File: src/rtl/mdl_disp_arb_pkg.sv
// Shared definitions for the display-mux arbiter: FSM state codes,
// blank segment pattern, client count and a one-hot helper.
package mdl_disp_arb_pkg;

    localparam int unsigned CLIENT_N = 4;

    localparam logic [1:0] S_IDLE  = 2'd0;
    localparam logic [1:0] S_SHOW  = 2'd1;
    localparam logic [1:0] S_BLANK = 2'd2;

    // Active-low segments: all ones turns every segment off.
    localparam logic [7:0] SSEG_BLANK = 8'hFF;

    function automatic logic [CLIENT_N-1:0] onehot4(input logic [1:0] idx);
        return 4'b0001 << idx;
    endfunction

endpackage

File: src/rtl/mdl_disp_arb_if.sv
// Client-side bus of the display arbiter.
//   req    : per-client level request (bit i = client i)
//   frame  : packed client frames, client i at [32*i+31:32*i] = {d3,d2,d1,d0}
//   gnt    : one-hot grant, zero when nobody owns the display
//   in3..0 : digit patterns forwarded to mdl_disp_mux
//   busy   : arbiter is showing or blanking
// master = client/requester side, slave = arbiter side.
interface mdl_disp_arb_if;
    import mdl_disp_arb_pkg::*;

    logic [CLIENT_N-1:0]    req;
    logic [32*CLIENT_N-1:0] frame;
    logic [CLIENT_N-1:0]    gnt;
    logic [7:0]             in3;
    logic [7:0]             in2;
    logic [7:0]             in1;
    logic [7:0]             in0;
    logic                   busy;

    modport master (
        output req, frame,
        input  gnt, in3, in2, in1, in0, busy
    );

    modport slave (
        input  req, frame,
        output gnt, in3, in2, in1, in0, busy
    );

endinterface

File: src/rtl/mdl_disp_arb_rr_pick.sv
// Combinational round-robin picker.
//   req   : request vector
//   last  : most recently granted client
//   valid : some request is set
//   win   : first requester found searching last+1, last+2, last+3, last
module mdl_rr_pick
    import mdl_disp_arb_pkg::*;
(
    input  logic [CLIENT_N-1:0] req,
    input  logic [1:0]          last,
    output logic                valid,
    output logic [1:0]          win
);

    logic [1:0] idx;

    always_comb begin
        valid = 1'b0;
        win   = last;
        idx   = '0;
        // k = CLIENT_N wraps to last itself, so the previous owner comes last.
        for (int unsigned k = 1; k <= CLIENT_N; k++) begin
            idx = last + 2'(k);
            if (!valid && req[idx]) begin
                valid = 1'b1;
                win   = idx;
            end
        end
    end

endmodule

File: src/rtl/mdl_disp_arb.sv
// Display-mux arbiter: grants the 4-digit seven-segment display to one of
// four clients at a time, round-robin, with a minimum hold time and a
// blank gap between owners.
//   clk     : system clock, rising edge
//   reset_n : asynchronous active-low reset
//   bus     : slave side of mdl_disp_arb_if (req/frame in, gnt/in3..in0/busy out)
module mdl_disp_arb
    import mdl_disp_arb_pkg::*;
#(
    parameter int unsigned HOLD_CYC  = 50_000_000,
    parameter int unsigned BLANK_CYC = 2_500_000,
    parameter int unsigned CNT_W     = 26
) (
    input  logic          clk,
    input  logic          reset_n,
    mdl_disp_arb_if.slave bus
);

    localparam logic [CNT_W-1:0] HOLD_LD  = CNT_W'(HOLD_CYC - 1);
    localparam logic [CNT_W-1:0] BLANK_LD = CNT_W'(BLANK_CYC - 1);

    logic [1:0]       state_q, state_d;
    logic [CNT_W-1:0] cnt_q, cnt_d;
    logic [1:0]       owner_q, owner_d;
    logic [1:0]       last_q, last_d;
    logic [31:0]      disp_q, disp_d;

    logic                pick_valid;
    logic [1:0]          pick_win;
    logic                owner_req;
    logic [CLIENT_N-1:0] others_req;
    logic [31:0]         owner_frame;

    mdl_rr_pick u_pick (
        .req   (bus.req),
        .last  (last_q),
        .valid (pick_valid),
        .win   (pick_win)
    );

    assign owner_req   = bus.req[owner_q];
    assign others_req  = bus.req & ~onehot4(owner_q);
    assign owner_frame = bus.frame[{owner_q, 5'b0} +: 32];

    always_comb begin
        state_d = state_q;
        cnt_d   = cnt_q;
        owner_d = owner_q;
        last_d  = last_q;
        case (state_q)
            S_IDLE: begin
                if (pick_valid) begin
                    state_d = S_SHOW;
                    owner_d = pick_win;
                    last_d  = pick_win;
                    cnt_d   = HOLD_LD;
                end
            end
            S_SHOW: begin
                // Owner release wins over hold expiry in the same cycle.
                if (!owner_req) begin
                    if (|others_req) begin
                        state_d = S_BLANK;
                        cnt_d   = BLANK_LD;
                    end else begin
                        state_d = S_IDLE;
                        cnt_d   = '0;
                    end
                end else if (cnt_q == '0) begin
                    if (|others_req) begin
                        state_d = S_BLANK;
                        cnt_d   = BLANK_LD;
                    end else begin
                        cnt_d   = HOLD_LD;
                    end
                end else begin
                    cnt_d = cnt_q - 1'b1;
                end
            end
            S_BLANK: begin
                if (cnt_q != '0) begin
                    cnt_d = cnt_q - 1'b1;
                end else if (pick_valid) begin
                    state_d = S_SHOW;
                    owner_d = pick_win;
                    last_d  = pick_win;
                    cnt_d   = HOLD_LD;
                end else begin
                    state_d = S_IDLE;
                end
            end
            default: begin
                state_d = S_IDLE;
                cnt_d   = '0;
            end
        endcase
        // Frame shows only while ownership continues; entering SHOW still
        // outputs blank, and leaving SHOW blanks together with gnt dropping.
        disp_d = (state_q == S_SHOW && state_d == S_SHOW) ? owner_frame : {4{SSEG_BLANK}};
    end

    always_ff @(posedge clk or negedge reset_n) begin
        if (!reset_n) begin
            state_q <= S_IDLE;
            cnt_q   <= '0;
            owner_q <= '0;
            last_q  <= 2'd3;
            disp_q  <= {4{SSEG_BLANK}};
        end else begin
            state_q <= state_d;
            cnt_q   <= cnt_d;
            owner_q <= owner_d;
            last_q  <= last_d;
            disp_q  <= disp_d;
        end
    end

    assign bus.gnt  = (state_q == S_SHOW) ? onehot4(owner_q) : '0;
    assign bus.in3  = disp_q[31:24];
    assign bus.in2  = disp_q[23:16];
    assign bus.in1  = disp_q[15:8];
    assign bus.in0  = disp_q[7:0];
    assign bus.busy = (state_q == S_SHOW) || (state_q == S_BLANK);

endmodule

File: src/flat_wrapper.sv
// flat-port wrapper written by rule: the top's interface ports become plain ports
module mdl_disp_arb_flat import mdl_disp_arb_pkg::*;
#(
    parameter int unsigned HOLD_CYC  = 50_000_000,
    parameter int unsigned BLANK_CYC = 2_500_000,
    parameter int unsigned CNT_W     = 26
)
  (clk, reset_n, bus_req, bus_frame, bus_gnt, bus_in3, bus_in2, bus_in1, bus_in0, bus_busy);
  mdl_disp_arb_if bus_i ();
  input  logic clk;
  input  logic reset_n;
  input wire logic [$bits(bus_i.req)-1:0] bus_req;
  input wire logic [$bits(bus_i.frame)-1:0] bus_frame;
  output wire logic [$bits(bus_i.gnt)-1:0] bus_gnt;
  output wire logic [$bits(bus_i.in3)-1:0] bus_in3;
  output wire logic [$bits(bus_i.in2)-1:0] bus_in2;
  output wire logic [$bits(bus_i.in1)-1:0] bus_in1;
  output wire logic [$bits(bus_i.in0)-1:0] bus_in0;
  output wire logic [$bits(bus_i.busy)-1:0] bus_busy;
  assign bus_i.req = bus_req;
  assign bus_i.frame = bus_frame;
  assign bus_gnt = bus_i.gnt;
  assign bus_in3 = bus_i.in3;
  assign bus_in2 = bus_i.in2;
  assign bus_in1 = bus_i.in1;
  assign bus_in0 = bus_i.in0;
  assign bus_busy = bus_i.busy;
  mdl_disp_arb #(.HOLD_CYC(HOLD_CYC), .BLANK_CYC(BLANK_CYC), .CNT_W(CNT_W)) u_core (.clk(clk), .reset_n(reset_n), .bus(bus_i));
endmodule
File: config.mk
export PLATFORM = sky130hd
export DESIGN_NAME = mdl_disp_arb_flat
export DESIGN_NICKNAME = d
export VERILOG_FILES = /design/src/rtl/mdl_disp_arb_pkg.sv /design/src/rtl/mdl_disp_arb_if.sv /design/src/rtl/mdl_disp_arb_rr_pick.sv /design/src/rtl/mdl_disp_arb.sv /design/src/flat_wrapper.sv
export SDC_FILE = /design/constraint.sdc
export NUM_CORES = 1
export LEC_CHECK = 0
export ABC_CLOCK_PERIOD_IN_PS = 3600
export BUFFER_PORTS_ARGS = -buffer_cell sky130_fd_sc_hd__buf_4
export CAP_MARGIN = 5
export CORE_MARGIN = 3
export CORE_UTILIZATION = 49
export CTS_CLUSTER_SIZE = 30
export DETAILED_ROUTE_END_ITERATION = 8
export HOLD_SLACK_MARGIN = 0.12
export PLACE_DENSITY = 0.81
export SLEW_MARGIN = 20
export SYNTH_ARGS = -nofsm -noshare
export SYNTH_HDL_FRONTEND = slang
export SYNTH_HIERARCHICAL = 1
export SYNTH_SLANG_ARGS = --single-unit
File: constraint.sdc
create_clock -name clk -period 3.6 [get_ports clk]
set_clock_uncertainty 0.05 [all_clocks]
set_input_delay 0.54 -clock clk [delete_from_list [all_inputs] [get_ports clk]]
set_output_delay 0.54 -clock clk [all_outputs]
set_load 0.03 [all_outputs]
==> impl_metrics.py, run 1 <==
metrics = {
    "route": {
        "wl_per_cell_um": 21.71,
        "firstDrtPassIters": 5,
        "viasPerCell": 6.455,
        "wl_um": 14660,
        "ant_nets": 0,
        "vias": 4357,
        "drtIter0Drc": 360,
        "drc": 0,
    },
    "timing": {
        "setup_viol": 0,
        "fin_crit_sh_pct": 86.10,
        "slew-limit-headroom_pct": 47.63,
        "fmax_ghz": 0.3226,
        "worstMarginPinSlew_ps": 785.6,
        "period_minus_slack_ps": 3099,
        "drv_slew": 0,
        "hold_viol": 0,
        "tns_ps": 0,
        "rsz0062_at_grt": "no",
    },
    "layout": {
        "diodes": 0,
        "final_nets": 704,
        "syn_to_final_growth_pct": 37.45,
        "final_cells": 675,
        "drive_gt1_share_pct": 48.95,
    },
    "logic_synthesis": {
        "yosys-top-cells-area": "dfstp_2 21%, dfrtp_1 18%, mux4_2 17%, nand4b_1 6.7%, o21ai_0 3.7%",
        "yosys.area_share.adder_pct": 1.461,
        "synth_top_area_share_pct": 20.86,
        "yosysTopAreaCell": "dfstp_2",
        "ys_ff_latch": 64,
        "synth_cell_type_count": 58,
        "syn_inst": 403,
        "synth_common_cells": "34 x dfstp_2, 33 x mux4_2, 33 x nand4b_1",
        "synth_top_family_by_area": "simple AND/OR/NAND/NOR gates",
        "synth_compound_area_share_pct": 14.69,
        "syn_area_sq_mm": 0.004283,
        "yosysMostFrequentCell": "dfstp_2",
        "synthFlopType": "dfstp_2",
        "syn_nets": 542,
        "yosysWarnings": 6,
        "async_reset_ff_share_pct": 100.0,
        "synth_simple_gate_area_share_pct": 21.41,
        "synth_mux_area_share_pct": 18.87,
        "ys_seq_area_share_pct": 38.39,
        "post_synth.cell_area_avg_sq_um": 10.63,
        "synth_xor_area_share_pct": 1.022,
        "synth_edf_count": 0,
    },
    "critical_path": {
        "end_kind": "flop",
        "crit_type": "reg -> reg",
        "worst-path-max-fanout": 33,
        "crit_slowest_cell": "or4_4",
        "reg2reg_depth": 7,
        "crit_family": "simple AND/OR/NAND/NOR gates",
        "crit_start": "u_core/cnt_q[17]",
        "r2r_end": "u_core/disp_q[11]",
        "cp-start-kind": "flop",
        "worst_path_largest_cell_delay_ps": 600,
        "r2r_slack_ps": 500,
        "worst_ep_arrival_time_ps": 3300,
        "worstPathRequired_ps": 3800,
        "rr_startpoint": "u_core/cnt_q[17]",
        "critical_path.cell_chain": "or4_4, or3_4, o31ai_4, nand2_4, a221oi_4, buf_4, nand4b_1",
        "cp.buffers_inverters": 1,
    },
    "global_route": {
        "gr-total-overflow": 0,
        "grt_antenna_before_repair": 0,
        "grt_pass1_wl_um": 22390,
        "gr-usage-all-layers_pct": 29.54,
        "grt_pass1_vias": 4366,
        "grt_max_degree": 65,
    },
    "placed_design": {
        "dp.cells": 659,
        "place.gp.congestion": 0.9592,
        "io_buffers": 170,
        "place_hpwl_um": 11210,
    },
    "cts": {
        "cts_setup_buffers": 0,
        "cts-root-buf": "clkbuf_8",
        "cts_tree": "yes",
        "holdBufCountCts": 0,
        "ctsResizeCount": 0,
        "cts.path.max_buffers": 2,
        "clk_latency_ps": 350,
        "cts.sinks": 64,
        "cts_max_level": 3,
        "cts.reportedPaths.clkPinSlew_ps": 80,
        "cts_buffers": 9,
    },
    "pwr": {
        "p_seq_share_pct": 27.2,
        "pwr-share-clk_pct": 15.9,
        "p_int_mw": 2.618,
        "p_sw_share_pct": 44.19,
        "power.switching_mw": 2.073,
        "power.leakage_nw": 2.414,
        "power_density_mw_per_mm2": 797.0,
        "peakVddDrop_v": 0.0004565,
        "power.share.combinational_pct": 56.9,
    },
    "floorplan": {
        "boundaryPins": 171,
        "die_y_um": 99.49,
        "die_w_um": 99.49,
        "start_util_pct": 51.35,
        "core_sq_mm": 0.008341,
        "core.rowCount": 33,
        "die_area_sq_mm": 0.009898,
    },
    "hold_path": {
        "hp-class": "in -> async",
    },
    "outcome": {
        "status": "completed",
    },
    "flow_run": {
        "max-cap-violations": 0,
    },
}
## placed cells by master (no fill, tap or decap), types with 3 or more instances in the layout
| cell type | n |
|---|---|
| ha_1 | 5 |
| nor2_1 | 29 |
| or3_1 | 6 |
| dfstp_2 | 34 |
| nor4_1 | 5 |
| mux4_2 | 33 |
| nand4_1 | 4 |
| a21oi_1 | 18 |
| nand4b_1 | 33 |
| o21ai_0 | 32 |
| xor2_1 | 4 |
| o31ai_1 | 3 |
| buf_4 | 181 |
| nand3_1 | 8 |
| a211oi_1 | 3 |
| o211ai_1 | 6 |
| nand2_1 | 28 |
| a31oi_1 | 15 |
| nor3_1 | 10 |
| dfrtp_1 | 29 |
| mux2_2 | 4 |
| inv_1 | 11 |
| clkbuf_8 | 10 |
| or4_1 | 10 |
## routing by layer
layer  GRT usage, %  vias up  share of wire (%)
met5              0        -                  0
met1          36.51     2088                 36
met4          15.44        0                4.9
met3          6.662       76                9.0
met2          48.45      278                 50
li1               -     1915                  -
## how the worst max path moves through the flow
stage,depth (start not counted),end,slack (ps)
final,7,u_core/disp_q[11],500
after detailed placement,7,u_core/disp_q[11],530
after floorplan,10,u_core/disp_q[10],800
after CTS,7,u_core/disp_q[11],530
after global routing,11,u_core/disp_q[4],350
after global placement,7,u_core/disp_q[7],660
## final cells by class
class / instances / area, sq um
clock buffer: 11 / 162.7
clock inverter: 5 / 82.58
fill: 630 / 2454
inverter: 11 / 41.29
multi-input combinational: 298 / 2465
sequential: 64 / 1645
tap: 105 / 131.4
timing repair buffer: 181 / 1359
## worst reg2reg max path, cell delays in order, from the launching register on
cell and delay [ps]:
dfrtp_1 450, or4_4 600, or3_4 440, o31ai_4 480
nand2_4 140, a221oi_4 290, buf_4 360, nand4b_1 200
## flip-flops by register name, indices dropped and copies added (netlist names)
register        count
u_core/owner_q      2
u_core/disp_q      32
u_core/state_q      2
u_core/last_q       2
u_core/cnt_q       26
## power groups by stage
stage | clock [mW] | sequential, mW | combinational [mW]
finish | 0.747 | 1.27 | 2.67
global route | 0.780 | 1.31 | 2.87
CTS | 0.757 | 1.27 | 2.66
detailed placement | 0 | 1.28 | 2.65
global placement | 0 | 1.26 | 2.58
floorplan | 0 | 1.41 | 1.77
## metrics by stage
| step | area [sq um] | power, mW | utilization [%] | hold WS (ps) | setup WS [ps] |
|---|---|---|---|---|---|
| 2_1_floorplan | 4283 | 3.175 | - | 194.4 | 803.8 |
| 3_3_place_gp | 5642 | 3.845 | 67.64 | 481.4 | 659.6 |
| 3_5_place_dp | 5642 | 3.923 | 67.64 | 489.7 | 530.5 |
| 4_1_cts | 5887 | 4.683 | 70.58 | 247.0 | 532.0 |
| 5_1_grt | 5887 | 4.958 | 70.58 | 269.7 | 347.9 |
| 6_report | 5887 | 4.692 | 70.58 | 213.0 | 500.5 |
## kinds of logic after synthesis
logic type	Yosys count
adder cells (fa/ha/maj)	5
AND/OR/NAND/NOR	152
multiplexers	39
buffers and inverters	41
XOR/XNOR	5
flip-flops	64
AO/OA/AOI/OAI	97
(Power assumes the default switching activity.)
==> run 2, diff against run 1 <==
==> constraint.sdc (replaced) <==
create_clock -name clk -period 3.6 [get_ports clk]
set_clock_uncertainty 0.05 [all_clocks]
set_input_delay 0.36 -clock clk [delete_from_list [all_inputs] [get_ports clk]]
set_output_delay 0.36 -clock clk [all_outputs]
set_load 0.03 [all_outputs]
==> impl_metrics.py, run 2 (synthesized netlist as in run 1, its figures left out) <==
metrics = {
    "layout": {
        "diodes": 0,
        "largest_reg_flops": 32,
        "syn_to_final_growth_pct": 38.04,
        "final_cell_mix": "183 x buf_4, 34 x dfstp_2, 33 x mux4_2, 33 x nand4b_1, 32 x o21ai_0",
        "largest-register": "u_core/disp_q",
        "final_nets": 707,
        "layout_commonest_cell": "buf_4",
        "reg_top3": "u_core/disp_q (32), u_core/cnt_q (26)",
        "drive_gt1_share_pct": 49.04,
    },
    "cts": {
        "cts.path.max_buffers": 2,
        "cts_tree": "yes",
        "cts_setup_buffers": 0,
        "clk_latency_ps": 340,
        "cts-root-buf": "clkbuf_8",
        "cts_max_level": 3,
        "cts_buffers": 9,
        "cts.reportedPaths.clkPinSlew_ps": 80,
        "cts.sinks": 64,
        "ctsResizeCount": 0,
    },
    "critical_path": {
        "rr_startpoint": "u_core/cnt_q[17]",
        "r2r_slack_ps": 520,
        "r2r_end": "u_core/disp_q[17]",
        "cp-start-kind": "flop",
        "end_kind": "flop",
        "worstPathRequired_ps": 3790,
        "crit_slowest_cell": "or4_4",
        "reg2reg_depth": 7,
        "crit_type": "reg -> reg",
        "worst-path-max-fanout": 33,
        "critical_path.cell_chain": "or4_4, or3_4, o31ai_4, nand2_4, a221oi_4, buf_4, nand4b_1",
        "worst_ep_arrival_time_ps": 3270,
        "worst_path_largest_cell_delay_ps": 600,
    },
    "route": {
        "drc": 0,
        "ant_nets": 0,
        "firstDrtPassIters": 5,
        "vias": 4299,
        "viasPerCell": 6.341,
        "wl_um": 14270,
        "drtIter0Drc": 477,
        "wl_per_cell_um": 21.04,
    },
    "placed_design": {
        "io_buffers": 170,
        "dp_worst_setup_slack_ps": 574.2,
        "place_hpwl_um": 10920,
        "place.gp.congestion": 0.9561,
    },
    "floorplan": {
        "start_util_pct": 51.35,
        "boundaryPins": 171,
        "die_area_sq_mm": 0.009898,
        "die_w_um": 99.49,
        "core.rowCount": 33,
        "core_sq_mm": 0.008341,
        "die_y_um": 99.49,
    },
    "pwr": {
        "power.share.combinational_pct": 56.8,
        "power.leakage_nw": 2.428,
        "peakVddDrop_v": 0.0004232,
        "p_seq_share_pct": 27.3,
        "pwr-share-clk_pct": 15.9,
        "power_density_mw_per_mm2": 796.1,
        "p_sw_share_pct": 44.02,
        "p_int_mw": 2.634,
        "power.switching_mw": 2.072,
    },
    "timing": {
        "slew-limit-headroom_pct": 47.80,
        "rsz0062_at_grt": "no",
        "drv_slew": 0,
        "timing.hold.ws_ps": 376.5,
        "fin_ws_ps": 523.1,
        "setup_viol": 0,
        "fmax_ghz": 0.3250,
        "period_minus_slack_ps": 3077,
        "fin_crit_sh_pct": 85.47,
        "hold_viol": 0,
        "worstMarginPinSlew_ps": 783.0,
        "tns_ps": 0,
    },
    "global_route": {
        "grt_antenna_before_repair": 0,
        "gr-total-overflow": 0,
        "grt_pass1_wl_um": 22140,
        "grt_pass1_vias": 4150,
        "gr-usage-all-layers_pct": 28.65,
        "grt_max_degree": 65,
    },
    "hold_path": {
        "min_path_cells": 3,
        "hold_end": "u_core/disp_q[18]",
        "hp-start": "bus_frame[82]",
        "hp-class": "in -> reg",
    },
    "flow_run": {
        "max-cap-violations": 0,
    },
    "outcome": {
        "status": "completed",
    },
}
==> run 2: cell count changes in the layout (fill, tap and decap cells not counted) <==
cell and delta:
dlygate4sd3_1 +1, buf_4 +2
==> run 2: timing repair <==
| action | in CTS | in global routing |
|---|---|---|
| hold buffers | 1 | 0 |
| hold endpoints to repair | 30 | 0 |
| endpoints found under the setup margin | 0 | 0 |
==> run 2: metal layers <==
metal | track usage (%) | part of all wire [%] | routed length (um) | up-vias
li1 | - | - | - | 1914
met1 | 37.67 | 39 | 5548 | 2117
met2 | 48.04 | 52 | 7365 | 234
met3 | 4.839 | 6.9 | 987 | 34
met4 | 10.19 | 2.6 | 366 | 0
met5 | 0 | 0 | 0 | -
==> run 2: stage by stage <==
stage	power [mW]	utilization (%)	instances	area (sq um)
final	4.706	70.88	678	5912
after global routing	4.976	70.88	678	5912
after CTS	4.689	70.88	678	5912
after detailed placement	3.927	67.82	661	5657
after global placement	3.860	67.82	661	5657
after floorplan	3.175	-	403	4283
==> run 2: final cells by class <==
| cell class | count | area [sq um] |
|---|---|---|
| Multi-Input combinational cell | 298 | 2465 |
| Fill cell | 603 | 2429 |
| Sequential cell | 64 | 1645 |
| Timing Repair Buffer | 184 | 1384 |
| Clock buffer | 11 | 162.7 |
| Tap cell | 105 | 131.4 |
| Clock inverter | 5 | 82.58 |
| Inverter | 11 | 41.29 |
==> run 2: critical path, delay by kind of cell (launching register included) <==
family	cells	cell delay, ps
AND/OR/NAND/NOR	4	1340
AO/OA/AOI/OAI	2	760
flip-flops	1	440
buffers and inverters	1	370
==> run 2: worst max path at each step <==
stage	startpoint	cells past startpoint	endpoint	slack, ps
after CTS	u_core/cnt_q[17]	7	u_core/disp_q[17]	560
final	u_core/cnt_q[17]	7	u_core/disp_q[17]	520
after global routing	u_core/cnt_q[0]	11	u_core/disp_q[30]	300
after floorplan	u_core/cnt_q[0]	10	u_core/disp_q[10]	800
after global placement	u_core/cnt_q[17]	7	u_core/disp_q[24]	680
after detailed placement	u_core/cnt_q[17]	7	u_core/disp_q[17]	570
==> run 2: power groups by stage <==
stage                     Combinational [mW]  Sequential (mW)  Clock (mW)
after floorplan                         1.77             1.41           0
after global placement                  2.59             1.27           0
after detailed placement                2.64             1.29           0
after CTS                               2.65             1.28       0.759
after global routing                    2.86             1.32       0.789
final                                   2.67             1.28       0.749
==> run 3, diff against run 2 <==
--- a/config.mk
+++ b/config.mk
@@ -5,15 +5,15 @@
 export SDC_FILE = /design/constraint.sdc
 export NUM_CORES = 1
 export LEC_CHECK = 0
-export ABC_CLOCK_PERIOD_IN_PS = 3600
-export BUFFER_PORTS_ARGS = -buffer_cell sky130_fd_sc_hd__buf_4
+export ABC_CLOCK_PERIOD_IN_PS = 3500
+export BUFFER_PORTS_ARGS = -buffer_cell sky130_fd_sc_hd__buf_2
 export CAP_MARGIN = 5
 export CORE_MARGIN = 3
-export CORE_UTILIZATION = 49
+export CORE_UTILIZATION = 46
 export CTS_CLUSTER_SIZE = 30
 export DETAILED_ROUTE_END_ITERATION = 8
 export HOLD_SLACK_MARGIN = 0.12
-export PLACE_DENSITY = 0.81
+export PLACE_DENSITY = 0.76
 export SLEW_MARGIN = 20
 export SYNTH_ARGS = -nofsm -noshare
 export SYNTH_HDL_FRONTEND = slang
==> constraint.sdc (replaced) <==
create_clock -name clk -period 3.5 [get_ports clk]
set_clock_uncertainty 0.05 [all_clocks]
set_input_delay 0.35 -clock clk [delete_from_list [all_inputs] [get_ports clk]]
set_output_delay 0.35 -clock clk [all_outputs]
set_load 0.03 [all_outputs]
==> impl_metrics.py, run 3 (synthesized netlist as in run 1, its figures left out) <==
metrics = {
    "outcome": {
        "status": "completed",
    },
    "route": {
        "drc": 0,
        "ant_nets": 0,
        "wl_per_cell_um": 19.26,
        "firstDrtPassIters": 7,
        "vias": 4191,
        "wl_um": 13110,
        "viasPerCell": 6.154,
        "drtIter0Drc": 359,
    },
    "placed_design": {
        "dp_worst_setup_slack_ps": 499.2,
        "io_buffers": 170,
        "place.gp.congestion": 0.9706,
        "place_hpwl_um": 10280,
    },
    "layout": {
        "multiInputGateArea_sq_mm": 0.002467,
        "final_cell_mix": "170 x buf_2, 34 x dfstp_2, 33 x mux4_2, 33 x nand4b_1, 32 x o21ai_0",
        "register_area_sq_mm": 0.001645,
        "final_nets": 706,
        "drive_gt1_share_pct": 48.95,
        "syn_to_final_growth_pct": 26.91,
        "largest_reg_flops": 32,
        "layout_commonest_cell": "buf_2",
        "fillers": 739,
        "largest-register": "u_core/disp_q",
        "reg_top3": "u_core/disp_q (32), u_core/cnt_q (26)",
    },
    "critical_path": {
        "crit_slowest_cell": "or4_4",
        "worst_ep_arrival_time_ps": 3210,
        "cp.buffers_inverters": 1,
        "end_kind": "flop",
        "worst_path_largest_cell_delay_ps": 600,
        "crit_family": "simple AND/OR/NAND/NOR gates",
        "cp-start-kind": "flop",
        "worst-path-max-fanout": 33,
        "worstPathRequired_ps": 3690,
        "crit_type": "reg -> reg",
        "critical_path.cell_chain": "or4_4, or3_4, o31ai_4, nand2_4, a221oi_4, buf_4, nand4b_1",
    },
    "global_route": {
        "grt_pass1_vias": 4121,
        "grt_antenna_before_repair": 0,
        "grt_pass1_wl_um": 20140,
        "gr-usage-all-layers_pct": 25.02,
        "gr-total-overflow": 0,
        "grt_max_degree": 43,
    },
    "cts": {
        "cts_max_level": 3,
        "cts_buffers": 9,
        "cts_setup_buffers": 0,
        "cts-root-buf": "clkbuf_8",
        "cts.reportedPaths.clkPinSlew_ps": 70,
        "clk_latency_ps": 340,
        "cts_tree": "yes",
        "cts.path.max_buffers": 2,
        "cts.sinks": 64,
    },
    "timing": {
        "slew-limit-headroom_pct": 40.63,
        "setup_viol": 0,
        "tns_ps": 0,
        "fin_ws_ps": 476.8,
        "fin_crit_sh_pct": 86.38,
        "worstMarginPinSlew_ps": 890.6,
        "hold_viol": 0,
        "fmax_ghz": 0.3308,
        "rsz0062_at_grt": "no",
        "period_minus_slack_ps": 3023,
        "drv_slew": 0,
    },
    "pwr": {
        "power_density_mw_per_mm2": 825.5,
        "peakVddDrop_v": 0.0003588,
        "power.leakage_nw": 2.222,
    },
    "floorplan": {
        "die_y_um": 102.5,
        "die_area_sq_mm": 0.01050,
        "core.rowCount": 34,
        "die_w_um": 102.5,
        "core_sq_mm": 0.008891,
        "boundaryPins": 171,
        "start_util_pct": 48.17,
    },
    "hold_path": {
        "hp-class": "in -> reg",
    },
    "flow_run": {
        "max-cap-violations": 0,
    },
}
## run 3: cell count changes in the layout (fill, tap and decap cells not counted), moves of 2 or more
| cell | delta |
|---|---|
| buf_2 | +170 |
| buf_4 | -171 |
| bufinv_16 | -2 |
| clkinv_2 | +2 |
## run 3: area by class of cell
class                           instances  area share, %
Antenna cell                            1        0.04604
Clock buffer                           12          3.062
Clock inverter                          4         0.4834
Inverter                               11         0.7597
Multi-Input combinational cell        298          45.40
Sequential cell                        64          30.27
Tap cell                              108          2.486
Timing Repair Buffer                  183          17.50
## run 3: path summary, 6_finish.rpt
kind,from,to,slack [ps],cells after the start
setup / recovery,u_core/cnt_q[17],u_core/disp_q[21],480,7
hold / removal,bus_frame[125],u_core/disp_q[29],370,3
setup reg to reg,u_core/cnt_q[17],u_core/disp_q[21],480,7
hold reg to reg,u_core/cnt_q[11],u_core/cnt_q[11],490,1
max in group asynchronous,reset_n,u_core/disp_q[10],1880,3
min in group asynchronous,reset_n,u_core/cnt_q[6],640,2
## run 3: repair_timing
action | 4_1_cts | 5_1_grt
hold endpoints to repair | 16 | 0
hold buffers | 1 | 0
resized for setup | 0 | 0
## run 3: routing by layer
layer / global-route usage [%] / share of wire, % / up-vias
met5: 0 / 0 / -
met4: 10.29 / 2.4 / 0
met3: 6.157 / 6.9 / 25
met2: 42.01 / 52 / 211
met1: 30.96 / 39 / 2038
li1: - / - / 1917
## run 3: worst reg2reg max path, stage by stage, from the launching register on
cell	delay, ps
dfrtp_1	450
or4_4	600
or3_4	430
o31ai_4	440
nand2_4	130
a221oi_4	290
buf_4	360
nand4b_1	180
## run 3: power breakdown
group | switching, mW | total [mW] | internal, mW
clock | 0.280 | 0.598 | 0.318
combinational | 1.50 | 2.56 | 1.05
sequential | 0.262 | 1.33 | 1.07
## run 3: per-stage QoR
step | power [mW] | hold WS [ps] | utilization (%) | instances | instance area (sq um)
final | 4.487 | 367.7 | 61.13 | 681 | 5435
after global routing | 4.780 | 360.0 | 61.10 | 680 | 5433
after CTS | 4.483 | 351.0 | 61.08 | 680 | 5430
after detailed placement | 3.872 | 471.0 | 58.80 | 663 | 5228
after global placement | 3.804 | 461.7 | 58.80 | 663 | 5228
after floorplan | 3.266 | 4.409 | - | 403 | 4283
